$ cat src/rtl/fdc_decimator.sv
// fdc_decimator
// Boxcar decimator for the FDC frequency code. It adds 2**LOG2_N consecutive
// codes into one full-precision sum and presents each sum on a valid/ready
// output register. A finished sum that cannot be loaded because the register
// still holds an undelivered result is dropped, and the sticky overrun flag is set.
//
// Ports
//   clk, reset    clock; asynchronous active-high reset
//   en            1 = run continuous decimation, 0 = idle (partial block discarded)
//   sample_in     FDC code, taken when sample_valid=1 in ACC
//   sample_valid  single-cycle sample strobe
//   sum_out       latched block sum
//   sum_valid     sum_out holds an undelivered result
//   sum_ready     consumer accepts sum_out when sum_valid & sum_ready
//   overrun       sticky flag, set when a finished block was dropped
//   clr_ovr       synchronous clear of overrun
//   busy          1 while accumulating (ACC state)
//   count         samples accepted so far in the current block
module fdc_decimator #(
    parameter int IN_W   = 5,
    parameter int LOG2_N = 4,
    parameter int OUT_W  = IN_W + LOG2_N
) (
    input  logic              clk,
    input  logic              reset,
    input  logic              en,
    input  logic [IN_W-1:0]   sample_in,
    input  logic              sample_valid,
    output logic [OUT_W-1:0]  sum_out,
    output logic              sum_valid,
    input  logic              sum_ready,
    output logic              overrun,
    input  logic              clr_ovr,
    output logic              busy,
    output logic [LOG2_N-1:0] count
);

    typedef enum logic {IDLE, ACC} state_t;

    // N-1 is all ones, so the last sample of a block is count == '1
    localparam logic [LOG2_N-1:0] LAST = '1;

    state_t             state, state_nxt;
    logic [OUT_W-1:0]   acc, acc_nxt, final_sum;
    logic [LOG2_N-1:0]  count_nxt;
    logic               blk_done, out_free, load, drop;

    always_ff @(posedge clk or posedge reset) begin
        if (reset) begin
            state <= IDLE;
            acc   <= '0;
            count <= '0;
        end else begin
            state <= state_nxt;
            acc   <= acc_nxt;
            count <= count_nxt;
        end
    end

    assign final_sum = acc + OUT_W'(sample_in);

    always_comb begin
        state_nxt = state;
        acc_nxt   = acc;
        count_nxt = count;
        blk_done  = 1'b0;
        case (state)
            IDLE: begin
                if (en) begin
                    state_nxt = ACC;
                    acc_nxt   = '0;
                    count_nxt = '0;
                end
            end
            ACC: begin
                if (sample_valid && count == LAST) begin
                    // a block ending on the same cycle en falls still completes
                    blk_done  = 1'b1;
                    acc_nxt   = '0;
                    count_nxt = '0;
                    if (!en) state_nxt = IDLE;
                end else if (!en) begin
                    state_nxt = IDLE;
                    acc_nxt   = '0;
                    count_nxt = '0;
                end else if (sample_valid) begin
                    acc_nxt   = final_sum;
                    count_nxt = count + 1'b1;
                end
            end
            default: state_nxt = IDLE;
        endcase
    end

    // The output register can take a new sum if it is empty or is being
    // drained this very cycle (no bubble between back-to-back results).
    assign out_free = !sum_valid || sum_ready;
    assign load     = blk_done && out_free;
    assign drop     = blk_done && !out_free;

    always_ff @(posedge clk or posedge reset) begin
        if (reset) begin
            sum_out   <= '0;
            sum_valid <= 1'b0;
            overrun   <= 1'b0;
        end else begin
            if (load) begin
                sum_out   <= final_sum;
                sum_valid <= 1'b1;
            end else if (sum_ready) begin
                sum_valid <= 1'b0;
            end
            // a drop wins over a simultaneous clear
            if (drop)         overrun <= 1'b1;
            else if (clr_ovr) overrun <= 1'b0;
        end
    end

    assign busy = (state == ACC);

endmodule
$ cat config.mk
export PLATFORM = sky130hd
export DESIGN_NAME = fdc_decimator
export DESIGN_NICKNAME = d
export VERILOG_FILES = /design/src/rtl/fdc_decimator.sv
export SDC_FILE = /design/constraint.sdc
export NUM_CORES = 1
export LEC_CHECK = 0
export BUFFER_PORTS_ARGS = -buffer_cell sky130_fd_sc_hd__buf_4
export CAP_MARGIN = 15
export CORE_MARGIN = 3
export CORE_UTILIZATION = 58
export CTS_CLUSTER_DIAMETER = 60
export DETAILED_ROUTE_END_ITERATION = 10
export PLACE_DENSITY = 0.9
export SLEW_MARGIN = 5
export SYNTH_ARGS = -nofsm -noshare
export SYNTH_HDL_FRONTEND = slang
export SYNTH_SLANG_ARGS = --single-unit
$ cat constraint.sdc
create_clock -name clk -period 3.8 [get_ports clk]
set_clock_uncertainty 0.1 [all_clocks]
set_input_delay 0.95 -clock clk [delete_from_list [all_inputs] [get_ports clk]]
set_output_delay 0.95 -clock clk [all_outputs]
set_load 0.05 [all_outputs]
==> summary by stage <==
Clocking
Buffers added to address setup during post-CTS repair amount to 0. The longest clock path from root to sink contains 2 buffers. In this run the number of H-tree levels came out at 1.

The register clock-pin slew on the reported worst setup and hold paths is 0.13 ns. The cell at the root of the clock tree is sky130_fd_sc_hd__clkbuf_4. The post-cts hold buffer count is 0. In this run, CTS created clock tree buffers numbering 3. The clock latency on the worst-skew pair is 0.32 ns. The clock sink count is 25.

In this run, post-CTS repair resized a total of 0 instances. The TritonCTS clock tree is built.

Pwr
The internal power of the cells totals 0.000344 W. The net switching share of the total power is 28.1%. The part of the power in the clock network is 25.0%. Of the total power, registers draw 58.2%.

For this design the ratio of total power to cell area is 294 nW/um^2. The combinational group share of total power is 16.8%. The switching power of the nets is 0.000134 W. The worst-case IR drop observed on VDD is 0.223 mV. The leakage power is 0.810 nW.

Synth
During synthesis, Yosys emitted a total of 0 warnings. By count the netlist is led by 25 x sky130_fd_sc_hd__dfrtp_1, 16 x sky130_fd_sc_hd__nand2_1, 8 x sky130_fd_sc_hd__nand3_1, 8 x sky130_fd_sc_hd__o21ai_0. After synthesis, the share of flip-flops with an asynchronous set or reset is 100%. The synthesized netlist cell count is 136. The number of different library cells in the post-synthesis netlist is 41.

For this run, the register share of the synthesized area comes to 45.2%. The number of synthesized flops with an enable pin is 0. Synthesis produced a netlist with a net count of 154. The most used flip-flop cell after synthesis is sky130_fd_sc_hd__dfrtp_1. The area share of the largest cell type after synthesis is 45.2%.

Ranked by total cell area, the synthesized netlist is headed by sky130_fd_sc_hd__dfrtp_1 45%, sky130_fd_sc_hd__ha_1 5.4%, sky130_fd_sc_hd__nand2_1 4.3%. Summing every instance area after synthesis gives 1380 sq um. The leading cell type by number of instances after synthesis is sky130_fd_sc_hd__dfrtp_1. The mean cell area of the mapped netlist is 10.2 sq um.

The register bit total from synthesis is 25. The cell taking the most area after synthesis is sky130_fd_sc_hd__dfrtp_1.

Worst setup path
Counting buffers and inverters, the worst setup path is 7 cells deep. The endpoint required time on the critical path is 3.94 ns. The slack of the worst reg-to-reg path is 1.62 ns. STA classifies the critical path endpoint as a flip-flop. The largest single stage delay on the critical path is 0.43 ns. The kind of cell with the highest combined delay on the critical path is compound AO/OA/AOI/OAI gates. The critical path goes through buf_4 -> ha_1 -> fa_1 -> a211oi_1 -> o21ba_2 -> o21ai_0 -> a31oi_1.

The depth of the worst register-to-register path is 6. Together, buffers and inverters on the worst path number 1. The cell with the largest stage delay on the worst path is sky130_fd_sc_hd__fa_1. By startpoint and endpoint, the worst setup path is classified as primary input to flip-flop. The maximum fanout count along the critical path is 6. The sort of element at the start of the critical path is a primary input. For the worst setup path, the data arrival time is 2.67 ns.

Final layout
The repair_antennas step left the layout with diodes totalling 0. The net count of the finished layout is 182. The post-route netlist has 23.9% of its cells at a drive strength greater than 1. The core utilization of the finished layout is 72.7%.

The area growth from synthesis to layout is 17.3%.

Run status
The run finished with clean final reports.

Die
The die boundary width is 54.8 um. The die is 54.8 um tall. The core box area is 2230 sq um. The die covers 3010 sq um.

The initial cell density of the core is 62.0%. In this run the count of I/O pins placed on the die edge is 27. The floorplan row count is 17.

Global route
Global routing consumed, on the met3 layer, 3.54% of the routing resources. The total routing usage reported by global routing is 23.9%. Entering global routing, the biggest net connects 26 pins. The wire length of the first global-routing pass is 5150 um.

For this run, global-route usage on met2 was measured as 41.5%. met2 is the most crowded layer. Global routing used 28.6% of the available met1 tracks. The number of global-route vias before repair is 1203. The initial antenna violation count is 0.

The sum of overflow across all layers after global routing is 0.

Worst hold path
Along the worst hold path, the cell count comes to 2. The class of the most critical hold timing path is flip-flop to flip-flop.

Job
Max-cap violations in this run came to 0.

Timing
Counting I/O delays and the setup requirement, the final critical path takes 2.53 ns. The worst-case headroom to the max-slew limit is 37.8%. After routing, the total negative slack on setup checks comes to 0 ns.

The transition at the pin with the smallest max-transition slack is 0.931 ns. The number of hold violations in the final report is 0. The worst path uses 66.5% of the clock period. The maximum frequency from static timing analysis is 0.396 GHz. The number of pins exceeding their max-slew limit in the final report came to 0. Setup repair after global routing left no endpoint under its margin. The setup violation total in the final timing report is 0.

Place
The placer congestion estimate is 0.829. The wire-length estimate of the detail-placed layout is 2280 um. During placement, the flow inserted port buffers numbering 26.

Routing
The detailed router finished its first iteration with 46 violations. For this run, design rule violations remaining after detail routing come to 0. The number of optimization iterations in the first detailed-route pass is 4.

The routed design has 3140 um of wire. The count of antenna-violating nets left after detailed routing is 0. The routed wire length per instance is 16.5 um. Across all layers, the routed design uses 1234 vias. Dividing the detail-routed via count by the number of cells gives 6.46.
-- power groups by stage --
stage                     registers, W  logic (W)  clock network, W
after CTS                     0.000278  0.0000790          0.000119
final                         0.000278  0.0000803          0.000119
after global placement        0.000282  0.0000736                 0
after detailed placement      0.000283  0.0000773                 0
after floorplan               0.000287  0.0000495                 0
after global routing          0.000279  0.0000876          0.000128
-- worst paths after layout --
kind / from / end
worst max-delay path: sample_in[0] / sum_out[6]
worst min-delay path: sum_out[7] / sum_out[7]
worst max register to register: acc[0] / sum_out[6]
worst min register to register: sum_out[7] / sum_out[7]
max in group asynchronous: reset / acc[4]
min in group asynchronous: reset / sum_valid
-- layout by cell type (no fill, tap or decap), types with 2 or more instances in the layout --
cell type / n
sky130_fd_sc_hd__buf_4: 27
sky130_fd_sc_hd__dfrtp_1: 25
sky130_fd_sc_hd__nand2_1: 16
sky130_fd_sc_hd__o21ai_0: 8
sky130_fd_sc_hd__nand3_1: 8
sky130_fd_sc_hd__a31oi_1: 6
sky130_fd_sc_hd__a22o_1: 6
sky130_fd_sc_hd__inv_1: 6
sky130_fd_sc_hd__ha_1: 6
sky130_fd_sc_hd__nand4_1: 5
sky130_fd_sc_hd__a21o_1: 4
sky130_fd_sc_hd__o211ai_1: 4
sky130_fd_sc_hd__nor2_1: 3
sky130_fd_sc_hd__a21oi_1: 3
sky130_fd_sc_hd__o21bai_1: 3
sky130_fd_sc_hd__or4_1: 3
sky130_fd_sc_hd__clkbuf_4: 3
sky130_fd_sc_hd__nor2b_1: 2
sky130_fd_sc_hd__xnor2_1: 2
sky130_fd_sc_hd__mux2_2: 2
sky130_fd_sc_hd__a211oi_1: 2
-- worst reg2reg max path, delay by kind of cell, from the launching register on --
kind / cells / cell delay (ns)
AOI/OAI and AO/OA: 4 / 0.95
adders and majority gates: 2 / 0.66
DFF: 1 / 0.41
-- flip-flops by register name (all words and copies together), names as in the netlist --
name	cells
busy	1
sum_out	9
overrun	1
acc	9
count	4
sum_valid	1
-- metal layers --
layer	vias to the layer above	share of wire, %
met1	592	40
met5	-	0
li1	567	-
met3	17	5.9
met2	58	50
met4	0	3.4
-- area by class of cell --
type	instances	area, sq um
clock buffers	4	26.3
fillers	170	611
multi-input cells	101	711
repair buffers	27	203
inverters	6	22.5
flip-flops and latches	25	626
well taps	28	35.0
-- per-stage QoR --
stage	power, W	cells	worst slack [ns]	hold WS [ns]	cell area, sq um
3_3_place_gp	0.000356	187	1.13	0.359	1600
5_1_grt	0.000494	191	1.17	0.441	1620
3_5_place_dp	0.000361	187	1.05	0.372	1600
4_1_cts	0.000476	191	1.32	0.404	1620
6_report	0.000478	191	1.27	0.398	1620
2_1_floorplan	0.000336	136	1.30	0.365	1380
-- logic make-up after synthesis --
family / count (synthesis) / synth area share [%]
simple gates: 45 / 18.5
compound gates: 44 / 22.4
flops: 25 / 45.2
buf+inv: 10 / 3.43
fa+ha+maj: 7 / 6.87
xor+xnor: 3 / 1.90
mux: 2 / 1.63
(Power assumes the default switching activity.)
